File: src/rtl/mips_defs.sv
`default_nettype none
// +--------------------------------------------------------------+
// | mips_defs: register-file widths and the write-back entry type |
// | Rev 1.0                                                       |
// +--------------------------------------------------------------+
package mips_defs;

  localparam int REG_ADDR_W = 5;
  localparam int REG_DATA_W = 32;
  localparam logic [REG_ADDR_W-1:0] ZERO_REG = 5'd0;

  typedef struct packed {
    logic [REG_ADDR_W-1:0] idx;
    logic [REG_DATA_W-1:0] data;
  } wb_entry_t;

  // Register $zero is hardwired, so it can never be a bypass source.
  function automatic logic reg_hit(input logic [REG_ADDR_W-1:0] entry_idx,
                                   input logic [REG_ADDR_W-1:0] read_idx);
    return (entry_idx == read_idx) && (read_idx != ZERO_REG);
  endfunction

endpackage
`default_nettype wire

File: src/rtl/reg_writeback_if.sv
`default_nettype none
// +--------------------------------------------------------------+
// | reg_writeback_if: ALU result, register-file write, bypass bus |
// | Rev 1.0                                                       |
// +--------------------------------------------------------------+
interface reg_writeback_if #(
  parameter int DEPTH  = 2,
  parameter int DATA_W = 32,
  parameter int ADDR_W = 5
);
  localparam int c_CNT_W = $clog2(DEPTH) + 1;

  logic              RES_VALID;
  logic              RES_READY;
  logic [ADDR_W-1:0] RES_REG;
  logic [DATA_W-1:0] RES_DATA;
  logic              WB_EN;
  logic              FLUSH;
  logic              RegWrite;
  logic [ADDR_W-1:0] WriteReg;
  logic [DATA_W-1:0] WriteData;
  logic [ADDR_W-1:0] ReadReg1;
  logic [ADDR_W-1:0] ReadReg2;
  logic              FWD_A_HIT;
  logic [DATA_W-1:0] FWD_A_DATA;
  logic              FWD_B_HIT;
  logic [DATA_W-1:0] FWD_B_DATA;
  logic [c_CNT_W-1:0] PENDING;

  modport master (
    output RES_VALID, RES_REG, RES_DATA, WB_EN, FLUSH, ReadReg1, ReadReg2,
    input  RES_READY, RegWrite, WriteReg, WriteData,
           FWD_A_HIT, FWD_A_DATA, FWD_B_HIT, FWD_B_DATA, PENDING
  );

  modport slave (
    input  RES_VALID, RES_REG, RES_DATA, WB_EN, FLUSH, ReadReg1, ReadReg2,
    output RES_READY, RegWrite, WriteReg, WriteData,
           FWD_A_HIT, FWD_A_DATA, FWD_B_HIT, FWD_B_DATA, PENDING
  );

endinterface
`default_nettype wire

File: src/rtl/wb_queue.sv
`default_nettype none
// +--------------------------------------------------------------+
// | wb_queue: sync FIFO of wb_entry_t with flush, slot visibility |
// | Rev 1.0                                                       |
// +--------------------------------------------------------------+
module wb_queue
  import mips_defs::*;
#(
  parameter int DEPTH = 2
) (
  input  wire logic                          CLK,
  input  wire logic                          RESET,
  input  wire logic                          i_push,
  input  wire logic                          i_pop,
  input  wire logic                          i_flush,
  input  wire wb_entry_t                     i_din,
  output wb_entry_t                          o_head,
  output logic [$clog2(DEPTH):0]             o_count,
  output wb_entry_t [DEPTH-1:0]              o_entries,
  output logic [DEPTH-1:0]                   o_valid,
  output logic [$clog2(DEPTH)-1:0]           o_wr_ptr
);

  localparam int c_PTR_W = $clog2(DEPTH);
  localparam int c_CNT_W = c_PTR_W + 1;

  wb_entry_t          r_mem [DEPTH];
  logic [c_PTR_W-1:0] r_wr_ptr;
  logic [c_PTR_W-1:0] r_rd_ptr;
  logic [c_CNT_W-1:0] r_count;
  logic [DEPTH-1:0]   r_valid;
  logic [DEPTH-1:0]   w_valid_nxt;
  logic               w_do_push;
  logic               w_do_pop;

  // A full queue refuses a push even when a pop frees a slot on the same edge.
  assign w_do_push = i_push && !i_flush && (r_count < c_CNT_W'(DEPTH));
  assign w_do_pop  = i_pop  && !i_flush && (r_count != '0);

  always_comb begin
    w_valid_nxt = r_valid;
    if (w_do_pop)  w_valid_nxt[r_rd_ptr] = 1'b0;
    if (w_do_push) w_valid_nxt[r_wr_ptr] = 1'b1;
  end

  always_ff @(posedge CLK or negedge RESET) begin
    if (!RESET) begin
      r_wr_ptr <= '0;
      r_rd_ptr <= '0;
      r_count  <= '0;
      r_valid  <= '0;
    end else if (i_flush) begin
      r_wr_ptr <= '0;
      r_rd_ptr <= '0;
      r_count  <= '0;
      r_valid  <= '0;
    end else begin
      if (w_do_push) r_wr_ptr <= r_wr_ptr + c_PTR_W'(1);
      if (w_do_pop)  r_rd_ptr <= r_rd_ptr + c_PTR_W'(1);
      if (w_do_push && !w_do_pop)      r_count <= r_count + c_CNT_W'(1);
      else if (!w_do_push && w_do_pop) r_count <= r_count - c_CNT_W'(1);
      r_valid <= w_valid_nxt;
    end
  end

  always_ff @(posedge CLK) begin
    if (w_do_push) r_mem[r_wr_ptr] <= i_din;
  end

  for (genvar i = 0; i < DEPTH; i++) begin : g_slot
    assign o_entries[i] = r_mem[i];
  end

  assign o_head   = r_mem[r_rd_ptr];
  assign o_count  = r_count;
  assign o_valid  = r_valid;
  assign o_wr_ptr = r_wr_ptr;

endmodule
`default_nettype wire

File: src/rtl/reg_writeback.sv
`default_nettype none
// +--------------------------------------------------------------+
// | reg_writeback: queues ALU results into the register file port |
// | and bypasses pending values to decode reads.  Rev 1.0          |
// +--------------------------------------------------------------+
module reg_writeback
  import mips_defs::*;
#(
  parameter int DEPTH  = 2,
  parameter int DATA_W = 32,
  parameter int ADDR_W = 5
) (
  input wire logic      CLK,
  input wire logic      RESET,
  reg_writeback_if.slave bus
);

  localparam int c_PTR_W = $clog2(DEPTH);
  localparam int c_CNT_W = c_PTR_W + 1;

  wb_entry_t              w_push_entry;
  wb_entry_t              w_head;
  wb_entry_t [DEPTH-1:0]  w_entries;
  logic [DEPTH-1:0]       w_valid;
  logic [c_PTR_W-1:0]     w_wr_ptr;
  logic [c_CNT_W-1:0]     w_count;
  logic                   w_accept;
  logic                   w_push;
  logic                   w_pop;
  logic [DATA_W:0]        w_fwd_a;
  logic [DATA_W:0]        w_fwd_b;

  logic                   r_reg_write;
  logic [ADDR_W-1:0]      r_write_reg;
  logic [DATA_W-1:0]      r_write_data;

  assign bus.RES_READY = RESET && (w_count < c_CNT_W'(DEPTH));
  assign w_accept      = bus.RES_VALID && bus.RES_READY;
  // Writes to $zero complete the handshake but are dropped here.
  assign w_push        = w_accept && (bus.RES_REG != ZERO_REG);
  assign w_pop         = bus.WB_EN && (w_count != '0) && !bus.FLUSH;
  assign w_push_entry  = '{idx: bus.RES_REG, data: bus.RES_DATA};

  wb_queue #(
    .DEPTH (DEPTH)
  ) u_queue (
    .CLK       (CLK),
    .RESET     (RESET),
    .i_push    (w_push),
    .i_pop     (w_pop),
    .i_flush   (bus.FLUSH),
    .i_din     (w_push_entry),
    .o_head    (w_head),
    .o_count   (w_count),
    .o_entries (w_entries),
    .o_valid   (w_valid),
    .o_wr_ptr  (w_wr_ptr)
  );

  always_ff @(posedge CLK or negedge RESET) begin
    if (!RESET) begin
      r_reg_write  <= 1'b0;
      r_write_reg  <= '0;
      r_write_data <= '0;
    end else begin
      r_reg_write <= w_pop;
      if (w_pop) begin
        r_write_reg  <= w_head.idx;
        r_write_data <= w_head.data;
      end
    end
  end

  // Later assignments override earlier ones, so the scan runs lowest priority
  // first: output register, then queue slots from oldest to youngest.
  function automatic logic [DATA_W:0] bypass(input logic [ADDR_W-1:0] rd_idx);
    logic               hit;
    logic [DATA_W-1:0]  data;
    logic [c_PTR_W-1:0] slot;
    hit  = 1'b0;
    data = '0;
    if (r_reg_write && reg_hit(r_write_reg, rd_idx)) begin
      hit  = 1'b1;
      data = r_write_data;
    end
    for (int k = DEPTH; k >= 1; k--) begin
      slot = w_wr_ptr - c_PTR_W'(k);
      if (w_valid[slot] && reg_hit(w_entries[slot].idx, rd_idx)) begin
        hit  = 1'b1;
        data = w_entries[slot].data;
      end
    end
    return {hit, data};
  endfunction

  always_comb begin
    w_fwd_a = '0;
    w_fwd_b = '0;
    w_fwd_a = bypass(bus.ReadReg1);
    w_fwd_b = bypass(bus.ReadReg2);
  end

  assign bus.FWD_A_HIT  = w_fwd_a[DATA_W];
  assign bus.FWD_A_DATA = w_fwd_a[DATA_W-1:0];
  assign bus.FWD_B_HIT  = w_fwd_b[DATA_W];
  assign bus.FWD_B_DATA = w_fwd_b[DATA_W-1:0];
  assign bus.RegWrite   = r_reg_write;
  assign bus.WriteReg   = r_write_reg;
  assign bus.WriteData  = r_write_data;
  assign bus.PENDING    = w_count;

endmodule
`default_nettype wire

File: src/flat_wrapper.sv
// flat-port wrapper written by rule: the top's interface ports become plain ports
module reg_writeback_flat import mips_defs::*;
#(
  parameter int DEPTH  = 2,
  parameter int DATA_W = 32,
  parameter int ADDR_W = 5
)
  (CLK, RESET, bus_RES_VALID, bus_RES_REG, bus_RES_DATA, bus_WB_EN, bus_FLUSH, bus_ReadReg1, bus_ReadReg2, bus_RES_READY, bus_RegWrite, bus_WriteReg, bus_WriteData, bus_FWD_A_HIT, bus_FWD_A_DATA, bus_FWD_B_HIT, bus_FWD_B_DATA, bus_PENDING);
  reg_writeback_if #(.DEPTH(DEPTH), .DATA_W(DATA_W), .ADDR_W(ADDR_W)) bus_i ();
  input wire logic CLK;
  input wire logic RESET;
  input wire logic [$bits(bus_i.RES_VALID)-1:0] bus_RES_VALID;
  input wire logic [$bits(bus_i.RES_REG)-1:0] bus_RES_REG;
  input wire logic [$bits(bus_i.RES_DATA)-1:0] bus_RES_DATA;
  input wire logic [$bits(bus_i.WB_EN)-1:0] bus_WB_EN;
  input wire logic [$bits(bus_i.FLUSH)-1:0] bus_FLUSH;
  input wire logic [$bits(bus_i.ReadReg1)-1:0] bus_ReadReg1;
  input wire logic [$bits(bus_i.ReadReg2)-1:0] bus_ReadReg2;
  output wire logic [$bits(bus_i.RES_READY)-1:0] bus_RES_READY;
  output wire logic [$bits(bus_i.RegWrite)-1:0] bus_RegWrite;
  output wire logic [$bits(bus_i.WriteReg)-1:0] bus_WriteReg;
  output wire logic [$bits(bus_i.WriteData)-1:0] bus_WriteData;
  output wire logic [$bits(bus_i.FWD_A_HIT)-1:0] bus_FWD_A_HIT;
  output wire logic [$bits(bus_i.FWD_A_DATA)-1:0] bus_FWD_A_DATA;
  output wire logic [$bits(bus_i.FWD_B_HIT)-1:0] bus_FWD_B_HIT;
  output wire logic [$bits(bus_i.FWD_B_DATA)-1:0] bus_FWD_B_DATA;
  output wire logic [$bits(bus_i.PENDING)-1:0] bus_PENDING;
  assign bus_i.RES_VALID = bus_RES_VALID;
  assign bus_i.RES_REG = bus_RES_REG;
  assign bus_i.RES_DATA = bus_RES_DATA;
  assign bus_i.WB_EN = bus_WB_EN;
  assign bus_i.FLUSH = bus_FLUSH;
  assign bus_i.ReadReg1 = bus_ReadReg1;
  assign bus_i.ReadReg2 = bus_ReadReg2;
  assign bus_RES_READY = bus_i.RES_READY;
  assign bus_RegWrite = bus_i.RegWrite;
  assign bus_WriteReg = bus_i.WriteReg;
  assign bus_WriteData = bus_i.WriteData;
  assign bus_FWD_A_HIT = bus_i.FWD_A_HIT;
  assign bus_FWD_A_DATA = bus_i.FWD_A_DATA;
  assign bus_FWD_B_HIT = bus_i.FWD_B_HIT;
  assign bus_FWD_B_DATA = bus_i.FWD_B_DATA;
  assign bus_PENDING = bus_i.PENDING;
  reg_writeback #(.DEPTH(DEPTH), .DATA_W(DATA_W), .ADDR_W(ADDR_W)) u_core (.CLK(CLK), .RESET(RESET), .bus(bus_i));
endmodule
File: config.mk
export PLATFORM = sky130hd
export DESIGN_NAME = reg_writeback_flat
export DESIGN_NICKNAME = d
export VERILOG_FILES = /design/src/rtl/mips_defs.sv /design/src/rtl/reg_writeback_if.sv /design/src/rtl/wb_queue.sv /design/src/rtl/reg_writeback.sv /design/src/flat_wrapper.sv
export SDC_FILE = /design/constraint.sdc
export NUM_CORES = 1
export LEC_CHECK = 0
export ABC_CLOCK_PERIOD_IN_PS = 2500
export BUFFER_PORTS_ARGS = -buffer_cell sky130_fd_sc_hd__buf_2
export CORE_MARGIN = 2
export CORE_UTILIZATION = 52
export CTS_BUF_LIST = sky130_fd_sc_hd__clkbuf_8
export DETAILED_ROUTE_END_ITERATION = 12
export PLACE_DENSITY = 0.77
export SYNTH_ARGS = -nofsm -noshare
export SYNTH_HDL_FRONTEND = slang
export SYNTH_SLANG_ARGS = --single-unit
File: constraint.sdc
create_clock -name CLK -period 2.5 [get_ports CLK]
set_input_delay 0.125 -clock CLK [delete_from_list [all_inputs] [get_ports CLK]]
set_output_delay 0.125 -clock CLK [all_outputs]
set_load 0.01 [all_outputs]
* Word level (Yosys, flattened, before mapping)
Memories as Yosys holds them, arrays and structs flattened. A register that Yosys moved wholly into a read port is not among the register bits.
Index checks and enable logic that the tools add are counted.
Widths: inputs -> output; s select.
** Storage, ports and cells
- Register bits :: 7
- Memory bits (writable) :: 74
- Bits of input ports :: 52
- Output and inout port bits :: 107
- Word-level logic and storage cells :: 98
- Memories :: 1
** Memory list
- u_core.u_queue.r_mem :: words 2, width 37, rd ports 3, clocked after memory_dff 1, write ports 1, RTL line wb_queue.sv:27 : wb_entry_t r_mem [DEPTH];
** Cells by class
- Add/sub/neg operators :: 5
- Order comparisons :: 6
- Equality and inequality tests :: 6
- Mux-type cells :: 36
- Bitwise logic cells :: 3
- Reduce and logical (&&, ||, !) cells :: 36
** Operators with widths (count)
- $mux 32 :: 6
- $mux 37 :: 4
- $eq 5x5->1 :: 6
- $logic_and 1x1->1 :: 25
- $mux 1 :: 18
- $reduce_bool 5->1 :: 3
- $mux 2 :: 6
- $lt 1x2->1 const B :: 3
- $reduce_bool 2->1 :: 3
- $logic_not 1->1 :: 4
- $reduce_bool 3->1 :: 1
- $add 1x1->1 const B :: 2
- $add 2x1->2 const B :: 1
- $and 2x2->2 :: 1
- $demux 1 s1 :: 2
- $ge 1x1->1 const B :: 2
- $lt 2x2->1 const B :: 1
- $not 2->2 :: 1
- $or 2x2->2 :: 1
- $sub 2x1->2 const B :: 1
- $sub 1x1->1 const B :: 1

* Logic depth before layout (Yosys ltp)
Gate-level depths: netlist (run 1).
- Depth in word-level cells :: 11
- Mapped depth :: 9
- Gate-level depth less buffers :: 5

* Modules after synthesis
From an unflattened synthesis (run 1), not the netlist that was laid out.
** Second synthesis, totals
- Cells, all modules :: 800
- Area total of the unflattened synthesis :: 7840.0 um2
** Modules (own cells, without submodules)
- reg_writeback :: instances 1, cells an instance 656, area an instance 4872.2 um2, sequential area each 950.9 um2
- wb_queue :: instances 1, cells an instance 144, area an instance 2967.8 um2, sequential area each 2372.3 um2

* Worst setup path after synthesis (run 1)
OpenSTA, ideal clock, no wires.
- Path kind :: register to register
- Start :: reg u_core.u_queue.r_wr_ptr (netlist: u_core.u_queue.o_wr_ptr)
- End :: mem u_core.u_queue.r_mem[0][0] (netlist bit) (enable)
- Setup time :: 0.392 ns
- Arrival time :: 2.208 ns
- Data required time :: 2.108 ns
- Path slack :: -0.099 ns
- Cell stages (with the launch flop) :: 7
- Path buffers :: 4
- Clock period less this slack :: 2.599 ns
- Cell sequence :: dfrtp_1 -> buf_6 -> buf_6 -> buf_1 -> buf_2 -> or3_1 -> inv_1
** RTL lines
- start, declared :: RTL line wb_queue.sv:28 : logic [c_PTR_W-1:0] r_wr_ptr;
- start signal, assigned :: RTL line wb_queue.sv:58 : if (w_do_push) r_wr_ptr <= r_wr_ptr + c_PTR_W'(1);
- end, declared :: RTL line wb_queue.sv:27
No word-level cell before the write port.

* Worst setup path in the final report (run 1)
- Start :: reg u_core.u_queue.r_wr_ptr (netlist: u_core.u_queue.o_wr_ptr)
- End :: out bus_FWD_B_DATA[16]
** Between the ends
- Word-level cells in the longest chain between the ends :: 7
- Elaborated cells between the ends (all ways) :: 17
- Those cells by class :: 1 x add/sub; 2 x eq/ne; 10 x mux; 4 x reduce/logical
** Ends and longest elaborated chain
- $sub 1x1->1 or $mux 37 (tied branches) :: RTL line reg_writeback.sv:87, reg_writeback.sv:88
- $mux 37 (not written as such) :: RTL line reg_writeback.sv:88 : if (w_valid[slot] && reg_hit(w_entries[slot].idx, rd_idx)) begin
- $mux 37 (not written as such) or $eq 5x5->1 (tied branches) :: RTL line reg_writeback.sv:88, mips_defs.sv:20
- $eq 5x5->1 or $logic_and 1x1->1 (tied branches) :: RTL line mips_defs.sv:20 : return (entry_idx == read_idx) && (read_idx != ZERO_REG);
- $logic_and 1x1->1, on equally long branches :: RTL line mips_defs.sv:20, reg_writeback.sv:88
- $logic_and 1x1->1 or $mux 32 (tied branches) :: RTL line reg_writeback.sv:88
- $mux 32 (*) :: RTL line reg_writeback.sv:88
- end, declared :: RTL line flat_wrapper.sv:26 : output wire logic [$bits(bus_i.FWD_B_DATA)-1:0] bus_FWD_B_DATA;
Every way passes the cells marked *; elsewhere a longest branch is shown, timed or not. The select of a mux whose other input is x is not followed.

==> results of run 1 <==
[cells in the mapped netlist (3+ instances only)]
| cell type | n | area [um2] |
|---|---|---|
| nand3_1 | 4 | 20.0 |
| buf_2 | 7 | 35.0 |
| dfrtp_1 | 44 | 1100 |
| buf_6 | 8 | 90.1 |
| xnor2_1 | 20 | 175 |
| nand4_1 | 64 | 400 |
| nor2_1 | 13 | 48.8 |
| inv_1 | 4 | 15.0 |
| o211ai_1 | 55 | 413 |
| xor2_1 | 14 | 123 |
| edfxtp_1 | 74 | 2220 |
| o21ai_0 | 41 | 205 |
| nor3_1 | 64 | 320 |
| a31oi_1 | 64 | 400 |
| o211ai_2 | 10 | 125 |
| mux2_2 | 63 | 709 |
| or4_1 | 5 | 37.5 |
| or3_1 | 5 | 31.3 |
| nand2_1 | 38 | 143 |
| a21oi_1 | 3 | 15.0 |
| buf_1 | 5 | 18.8 |
| mux2i_1 | 47 | 470 |
| clkbuf_1 | 65 | 244 |
[cell usage in the layout, fill, tap and decap left out, types with 27 or more instances in the layout]
cell type and instances:
nor3_1 56, mux2i_1 40, dfrtp_1 42, buf_2 158
nand4_1 64, buf_4 27, o21ai_0 41, edfxtp_1 74
mux2_2 63, nand2_1 38, dlygate4sd3_1 40, o211ai_1 55
a31oi_1 48
[layout make-up]
type	count	share of cell area
Timing Repair Buffer	253	0.188
Sequential cell	118	0.333
Inverter	4	0.00188
Clock buffer	18	0.0248
Clock inverter	14	0.0137
Tap cell	180	0.0226
Multi-Input combinational cell	525	0.415
[how the worst min path moves through the flow]
stage / slack, ps / end / cells past startpoint / start
floorplan: -170 / u_core.bus.RegWrite / 0 / RESET
global placement: 280 / u_core.bus.WriteReg[0] / 2 / RESET
detailed placement: 290 / u_core.bus.WriteReg[4] / 2 / RESET
CTS: 220 / u_core.u_queue.o_valid[1] / 5 / bus_RES_VALID
global route: 270 / u_core.u_queue.o_valid[1] / 5 / bus_RES_VALID
finish: 250 / u_core.u_queue.r_rd_ptr / 5 / bus_WB_EN
[metal layers]
layer / GRT usage / vias to the layer above / routed length, um
li1: - / 3229 / -
met1: 0.431 / 3636 / 10100
met2: 0.523 / 722 / 12300
met3: 0.0773 / 111 / 3320
met4: 0.155 / 0 / 839
met5: 0 / - / 0
[state kept, by name (all words and copies together), names as in the netlist]
name,flops
u_core.bus.WriteReg,5
u_core.u_queue.r_mem,74
u_core.u_queue.o_valid,2
u_core.u_queue.r_rd_ptr,1
u_core.bus.WriteData,32
u_core.bus.RegWrite,1
u_core.u_queue.o_wr_ptr,1
u_core.u_queue.o_count,2
[what timing repair did]
item                                    4_1_cts  5_1_grt
hold buffers                                 40        0
buffers inserted                              2        2
gates resized for setup                      55       20
hold endpoints to repair                    124        0
pin swaps                                     7       10
endpoints found under the setup margin       66       66
gates cloned                                  0        1
[per-stage QoR]
| stage | instances | area [um2] | power (mW) | hold WS, ps |
|---|---|---|---|---|
| final | 1112 | 9980 | 6.38 | 250 |
| after floorplan | 732 | 7530 | 3.69 | -171 |
| after global placement | 1035 | 8750 | 4.44 | 285 |
| after detailed placement | 1035 | 8750 | 4.51 | 287 |
| after CTS | 1109 | 9840 | 6.31 | 215 |
| after global routing | 1112 | 9980 | 6.65 | 269 |
[power by group through the flow]
stage                     Clock, mW  Combinational (mW)  Sequential (mW)
after floorplan                   0               0.781             2.91
after global placement            0                1.57             2.87
after detailed placement          0                1.62             2.89
after CTS                      1.73                1.71             2.87
after global routing           1.81                1.90             2.94
final                          1.72                1.77             2.89
[critical path, stage by stage, from the launching register on]
cell     delay (ps)
dfrtp_4         520
buf_4           230
mux2i_4         310
xor2_2          210
nand4_1         230
or2_4           340
buf_12          160
a31oi_1         200
buf_2           180
[kinds of logic after synthesis]
family	share of synthesized area
DFF	0.442
buffers and inverters	0.0536
and+or+nand+nor	0.145
AOI/OAI and AO/OA	0.154
muxes	0.167
xor gates and xnor gates	0.0396
==> reports/qor.yml, run 1 <==
power_and_ir_drop:
  ir_drop_uv: 388
  p_switching_mw: 2.29
  pwr-share-clk: 0.269
  power_per_cell_area_mw_per_mm2: 639
  sw_frac_of_total: 0.359
  internal_power_mw: 4.10
  p_seq_frac: 0.453
  p_leak_nw: 3.75
  power_frac_comb: 0.278
routing:
  route.detailed.wl_per_inst_um: 23.9
  viasPerCell: 6.92
  ant_nets: 0
  drc: 0
  drt_pass1_iterations: 6
  vias: 7698
  wirelength_mm: 26.6
  drt_iter0_drc: 1433
setup_path:
  crit_start: "u_core.u_queue.o_wr_ptr"
  rrSetupSlack_ps: 230
  r2r_end: "u_core.u_queue.r_mem[0][16]"
  endpoint: "bus_FWD_B_DATA[16]"
  required_ps: 2380
  r2r_start: "u_core.u_queue.o_wr_ptr"
  crit_path_end_kind: "primary output"
  timing_worst_setup_path_type: "reg -> out"
  cp_max_fo: 19
  start_kind: "register"
  cp.arrival_ps: 2830
  reg2regPathDepth: 5
timing:
  rsz0062_at_grt: "yes"
  setup-violations-final: 66
  fin_skew_ps: 18.1
  slew_headroom: 0.564
  worst_pin_slew_ps: 655
  period_minus_slack_ps: 2950
  slew_viol_final: 0
  worst_slack_ps: -452
  hold_viol: 0
  fmax_ghz: 0.339
  fin_crit_sh: 1.18
  finalSetupTns_ps: -26710
global_routing:
  first_global_vias: 7584
  grt_max_degree: 45
  antenna_found_initial: 0
  grt_pass1_wl_mm: 40.9
  grt_usage: 0.330
  overflow: 0
cells_and_area:
  multi_input_area_mm2: 0.00415
  nets: 971
  antennaDiodeCount: 0
  final_core_util: 0.714
  layout-drive-gt1-share: 0.399
  syn2layout_area_growth_pct: 32.7
  regArea_mm2: 0.00333
  fillers: 976
floorplan:
  die_x_um: 124
  die_y_um: 124
  num_io_pins: 159
  core_mm2: 0.0140
  rows: 43
  dieArea_mm2: 0.0154
  start_util: 0.538
place:
  io_buffers: 158
  gp_congestion: 0.979
  pre_cts_ws_ps: -11.6
  dp_hpwl_mm: 16.2
clocking:
  cts_made_buffers: 17
  root_buffer: "clkbuf_8"
  clk_latency_ps: 450
  cts_tree: "done"
  cts_buffer_depth: 2
  cts.sinks: 118
  htreeDepth: 4
  clk_pin_slew_ps: 70
run:
  drv_cap: 0
logic_synthesis:
  seq_area_frac_synth: 0.442
  yosys_warnings: 0
  syn_area_mm2: 0.00752
  synthesis.nets: 784
  postSynth.asyncResetShare: 0.373
  synthFlopType: "edfxtp_1"
  synth_edf_count: 74
  synthCells: 732
  synth_area_per_cell_um2: 10.3
  ys_types: 32
  ys_seq_elements: 118
outcome:
  failed_checks: "setup timing"
  status: "complete, but fails checks"
worst_hold_path:
  hold_class: "in -> reg"
(Power assumes the default switching activity.)
==> run 2: changes to the inputs <==
- BUFFER_PORTS_ARGS: -buffer_cell sky130_fd_sc_hd__buf_2 -> not set
- CORE_UTILIZATION: 52 -> 55
- DONT_BUFFER_PORTS: not set -> 1
- PLACE_DENSITY: 0.77 -> 0.7
==> run 2 against run 1 <==
Effect of this change: the run still ends with setup timing left; clock power increased by 10%; non-clock buffer count decreased by 86; clock skew decreased by 10 ps; critical path depth unchanged; final area decreased by 1.6%; largest power group unchanged; highest routed layer unchanged.
==> reports/qor.yml, run 2 (same netlist as run 1, synthesis figures left out) <==
power_and_ir_drop:
  power_mw: 6.26  # -2.0%
  p_switching_mw: 2.20  # -4.1%
  sw_frac_of_total: 0.351  # -0.00755
  pwr-share-clk: 0.304  # +0.035
  power_frac_comb: 0.200  # -0.078
  p_leak_nw: 3.41  # -9.1%
  power_per_cell_area_mw_per_mm2: 637  # -0.38%
  internal_power_mw: 4.06  # -0.85%
  p_seq_frac: 0.496  # +0.043
  ir_drop_uv: 512  # +32%
routing:
  wirelength_mm: 26.1  # -1.9%
  drt_iter0_drc: 1139  # -21%
  drc: 0  # unchanged
  ant_nets: 0  # unchanged
  viasPerCell: 7.21  # +4.2%
  drt_pass1_iterations: 7  # +1
  route.detailed.wl_per_inst_um: 25.5  # +6.8%
  vias: 7371  # -4.2%
clocking:
  cts.sinks: 118  # unchanged
  clk_latency_ps: 460  # about the same
  root_buffer: "clkbuf_8"
  htreeDepth: 4  # unchanged
  cts_made_buffers: 17  # unchanged
  cts_tree: "done"
  clk_pin_slew_ps: 70  # about the same
  cts_buffer_depth: 2  # unchanged
floorplan:
  start_util: 0.566  # +0.0280
  core_mm2: 0.0133  # -5.0%
  die_y_um: 121  # -2.7%
  rows: 42  # -2.3%
  dieArea_mm2: 0.0146  # -5.3%
  die_x_um: 121  # -2.7%
  num_io_pins: 159  # unchanged
timing:
  fmax_ghz: 0.338  # -0.27%
  worst_pin_slew_ps: 769  # +115 ps
  fin_crit_sh: 1.18  # +0.00323
  period_minus_slack_ps: 2960  # +8.07 ps
  worst_slack_ps: -460  # -8.07 ps
  setup-violations-final: 66  # unchanged
  fin_skew_ps: 7.74  # -10.4 ps
  slew_viol_final: 0  # unchanged
  hold_viol: 0  # unchanged
  rsz0062_at_grt: "yes"
  slew_headroom: 0.482  # -0.0818
cells_and_area:
  largest_register: "u_core.u_queue.r_mem"
  nets: 885  # -8.9%
  largest_register_ffs: 74  # unchanged
  layout-drive-gt1-share: 0.349  # -0.0504
  final_core_util: 0.739  # +0.0250
  fillers: 887  # -9.1%
  fin_area_mm2: 0.00982  # -1.6%
  mostFrequentLayoutCells: "buf_4, edfxtp_1, nand4_1, mux2_2, o211ai_1"
  final_cells: 1022  # -8.1%
  antennaDiodeCount: 0  # unchanged
  layout_commonest_cell: "buf_4"
  syn2layout_area_growth_pct: 30.6
setup_path:
  timing_worst_setup_path_type: "reg -> out"
  crit_slowest_cell: "dfrtp_4"
  cp_max_fo: 33  # +14
  crit_chain: "buf_6, mux2i_4, xnor2_2, or4_4, buf_12, o211ai_1, a31oi_1, buf_4"
  crit_path_end_kind: "primary output"
  required_ps: 2380  # about the same
  cp.arrival_ps: 2830  # about the same
  worst_path_largest_cell_delay_ps: 560  # +40 ps
  start_kind: "register"
outcome:
  failed_checks: "setup timing"
  status: "complete, but fails checks"
global_routing:
  grt_pass1_wl_mm: 40.0  # -2.1%
  first_global_vias: 7500  # -1.1%
  grt_usage: 0.358  # +0.0273
  antenna_found_initial: 0  # unchanged
  overflow: 0  # unchanged
  grt_max_degree: 45  # unchanged
worst_hold_path:
  hold_class: "in -> reg"
run:
  drv_cap: 0  # unchanged
place:
  io_buffers: 0  # -100%
  placed_area_mm2: 0.00838  # -4.2%
  pre_cts_ws_ps: -0.477  # +11.1 ps
  dp_hpwl_mm: 15.5  # -4.5%
  gp_congestion: 0.922  # -5.8%
  dp.cells: 934  # -9.8%
==> run 2: changes by cell type in the layout (fill, tap and decap cells not counted), moves of 3 or more <==
| cell | delta |
|---|---|
| buf_2 | -158 |
| buf_6 | +3 |
| xnor2_2 | +3 |
| buf_4 | +68 |
| clkinv_2 | +3 |
| buf_12 | -5 |
| a31oi_2 | +7 |
| buf_16 | +5 |
| a31oi_1 | -6 |
==> run 2: repair_timing <==
item                                    CTS  global route
endpoints found under the hold margin   124             0
endpoints found under the setup margin   66            66
cloned                                    4             1
hold buffers                             41             0
buffers inserted                          8             2
pin swaps                                58            34
gates resized for setup                  44            37
==> run 2: worst paths after layout <==
kind,cells after the start,to,startpoint,slack [ps]
worst max-delay path,8,bus_FWD_B_DATA[5],u_core.u_queue.o_wr_ptr,-460
worst min-delay path,4,u_core.u_queue.o_valid[1],bus_RES_VALID,110
worst max register to register,7,u_core.u_queue.r_mem[0][5],u_core.u_queue.o_wr_ptr,110
worst min register to register,2,u_core.bus.WriteData[11],u_core.u_queue.r_mem[1][11],590
max in group asynchronous,2,u_core.u_queue.o_wr_ptr,RESET,2040
min in group asynchronous,2,u_core.u_queue.o_wr_ptr,RESET,230
==> run 2: metal layers <==
layer / routed length (um) / vias up / global-route usage
li1: - / 3072 / -
met5: 0 / - / 0
met3: 3100 / 135 / 0.0898
met1: 9480 / 3562 / 0.455
met2: 12400 / 602 / 0.563
met4: 1050 / 0 / 0.188
==> run 2: area by class of cell <==
cell class	instances	area (um2)	area share
clock inverter	15	186	0.0190
inverter	4	18.8	0.00191
multi-input combinational	525	4170	0.424
tap	176	220	0.0224
sequential	118	3330	0.339
timing repair buffer	167	1670	0.170
clock buffer	17	234	0.0238
==> run 2: stage by stage <==
step | hold slack [ps] | TNS, ps
after detailed placement | -169 | -0.926
after CTS | 99.3 | -23950
after floorplan | -171 | 0
final | 106 | -25590
after global routing | 132 | -30290
after global placement | -169 | 0
==> run 2: critical path, delay by kind of cell, from the launching register on <==
kind	cells	cell delay, ps
multiplexers	1	200
AND/OR/NAND/NOR	1	500
XOR/XNOR	1	170
buffers and inverters	3	530
AO/OA/AOI/OAI	2	410
flip-flops	1	560
==> run 2: power groups by stage <==
stage	clock [mW]	sequential [mW]	combinational [mW]
2_1_floorplan	0	2.91	0.781
3_3_place_gp	0	3.10	0.989
3_5_place_dp	0	3.13	1.04
4_1_cts	1.90	3.09	1.21
5_1_grt	1.99	3.14	1.35
6_report	1.90	3.10	1.25
==> run 3: changes to the inputs <==
- ABC_AREA: not set -> 1
==> run 3 against run 2 <==
Effect of this change: the flow now finishes without violations; final area is 7.0% lower; sequential power down 1%; worst hold slack got worse by 39 ps; critical path type unchanged; highest routed layer unchanged.
==> reports/qor.yml, run 3 <==
outcome:
  status: "complete, no violations"
timing:
  slew_viol_final: 0  # unchanged
  setup-violations-final: 0  # -100%
  hold_viol: 0  # unchanged
  fin_crit_sh: 0.971  # -0.213
  worst_pin_slew_ps: 577  # -192 ps
  fin_skew_ps: 7.26  # -0.477 ps
  fmax_ghz: 0.412  # +22%
  slew_headroom: 0.614  # +0.133
  period_minus_slack_ps: 2430  # -533 ps
  hold_slack_ps: 67.0  # -39.1 ps
logic_synthesis:
  ys_types: 27  # -16%
  synth.area.top_cells: "edfxtp_1, nand2_1, dfrtp_1, nand3_1, nand4_1"
  synth_area_per_cell_um2: 7.20  # -30%
  yosysTopAreaCellShare: 0.283  # -0.0127
  ys_seq_elements: 118  # unchanged
  synth-compound-area-share: 0.0874  # -0.0666
  yosysTopAreaCell: "edfxtp_1"
  postSynth.asyncResetShare: 0.373  # unchanged
  synth_edf_count: 74  # unchanged
  synthCells: 1091  # +49%
  yosys.area_share.simple: 0.404  # +0.259
  yosys_warnings: 0  # unchanged
  synth_top_family_by_area: "simple AND/OR/NAND/NOR gates"
  synth_mux_area_frac: 0  # -0.167
  synth_xor_area_frac: 0.00111  # -0.0385
  synth-adder-area-share: 0  # unchanged
  synthesis.nets: 1143  # +46%
  synth_common_cells: "nand2_1, nand3_1, nand4_1"
  syn_area_mm2: 0.00786  # +4.5%
  yosysMostFrequentCell: "nand2_1"
  seq_area_frac_synth: 0.423  # -0.0190
  synthFlopType: "edfxtp_1"
power_and_ir_drop:
  power_per_cell_area_mw_per_mm2: 743  # +17%
  p_leak_nw: 4.07  # +19%
  power_mw: 6.79  # +8.5%
  ir_drop_uv: 383  # -25%
clocking:
  clk_latency_ps: 450  # about the same
  clk_pin_slew_ps: 70  # about the same
  cts_buffer_depth: 2  # unchanged
  cts.sinks: 118  # unchanged
  root_buffer: "clkbuf_8"
  cts_tree: "done"
  cts_made_buffers: 17  # unchanged
  htreeDepth: 4  # unchanged
global_routing:
  first_global_vias: 7785  # +3.8%
  grt_usage: 0.360  # +0.00189
  grt_max_degree: 65  # +44%
  grt_pass1_wl_mm: 41.4  # +3.5%
  antenna_found_initial: 0  # unchanged
  overflow: 0  # unchanged
cells_and_area:
  layout-drive-gt1-share: 0.0993  # -0.249
  antennaDiodeCount: 0  # unchanged
  mostFrequentLayoutCells: "nand2_1, nand3_1, nand4_1, edfxtp_1, o21ai_0"
  syn2layout_area_growth_pct: 16.3
  largest_register_ffs: 74  # unchanged
  layout_commonest_cell: "nand2_1"
  nets: 1167  # +32%
  largest_register: "u_core.u_queue.r_mem"
setup_path:
  required_ps: 2380  # about the same
  crit_path_end_kind: "primary output"
  cp.arrival_ps: 2300  # -530 ps
  cp_max_fo: 19  # -42%
  start_kind: "register"
  timing_worst_setup_path_type: "reg -> out"
routing:
  route.detailed.wl_per_inst_um: 20.7  # -19%
  drt_pass1_iterations: 6  # -1
  drt_iter0_drc: 967  # -15%
  drc: 0  # unchanged
  vias: 8371  # +14%
  viasPerCell: 6.40  # -11%
  wirelength_mm: 27.1  # +3.9%
  ant_nets: 0  # unchanged
floorplan:
  rows: 43  # +2.4%
  die_y_um: 124  # +2.1%
  dieArea_mm2: 0.0153  # +4.3%
  start_util: 0.564  # -0.00172
  core_mm2: 0.0139  # +4.8%
  die_x_um: 124  # +2.1%
  num_io_pins: 159  # unchanged
place:
  dp_hpwl_mm: 17.6  # +14%
  io_buffers: 0  # unchanged
  gp_congestion: 0.906  # -1.8%
run:
  drv_cap: 0  # unchanged
worst_hold_path:
  hold_class: "in -> reg"
[run 3: where the power goes]
part | switching [mW] | internal (mW) | total [mW]
combinational | 1.32 | 0.632 | 1.96
sequential | 0.626 | 2.44 | 3.06
clock | 0.784 | 0.985 | 1.77
[run 3: path summary, 6_finish.rpt]
| kind | start | end | slack, ps | depth (start not counted) |
|---|---|---|---|---|
| hold / removal | bus_FLUSH | u_core.u_queue.o_count[1] | 70 | 5 |
| min in group asynchronous | RESET | u_core.bus.WriteReg[2] | 170 | 2 |
| setup reg to reg | u_core.u_queue.o_count[0] | u_core.u_queue.o_count[0] | 350 | 9 |
| max in group asynchronous | RESET | u_core.bus.WriteData[16] | 2060 | 2 |
| setup / recovery | u_core.u_queue.o_wr_ptr | bus_FWD_B_DATA[11] | 70 | 10 |
| hold reg to reg | u_core.u_queue.r_mem[0][16] | u_core.bus.WriteData[16] | 560 | 2 |
[run 3: worst max-delay path: stages, from the launching register on]
cell and delay, ps:
dfrtp_4 530, buf_12 170, o21ai_2 200, inv_2 50, nand2_1 50, nand2_1 70, nor2_4 190, nand3_2 140
buf_8 190, nand3_1 130, nand2_1 110
[run 3: per-layer routing]
metal  GRT usage  vias to the layer above  wire length [um]
met2       0.589                      580             12900
li1            -                     3825                 -
met1       0.467                     3901             10400
met5           0                        -                 0
met3      0.0876                       65              3200
met4       0.123                        0               589
[run 3: cell type report]
type | instances | area (um2)
Timing Repair Buffer | 92 | 952
Inverter | 70 | 268
Multi-Input combinational cell | 816 | 3980
Clock inverter | 14 | 143
Sequential cell | 118 | 3330
Tap cell | 180 | 225
Fill cell | 1230 | 4800
Clock buffer | 18 | 248
[run 3: repair_timing]
action,4_1_cts,5_1_grt
hold buffers,40,0
pin swaps,0,5
hold endpoints to repair,138,0
gates resized for setup,3,25
endpoints found under the setup margin,66,64
setup buffers,3,3
cloned,0,0
[run 3: stage by stage]
step                      setup slack, ps   util  setup TNS (ps)  cells  cell area [um2]
after floorplan                       145      -               0   1091             7870
after CTS                            38.8  0.646               0   1305             9010
final                                73.4  0.656               0   1308             9140
after detailed placement              339  0.585               0   1230             8160
after global placement                374  0.585               0   1230             8160
after global routing                -2.78  0.656           -2.78   1308             9140
[run 3: kinds of logic after synthesis]
family                 count (synthesis)
AND/OR/NAND/NOR                      700
buffers and inverters                157
flip-flops                           118
AO/OA/AOI/OAI                        115
XOR/XNOR                               1
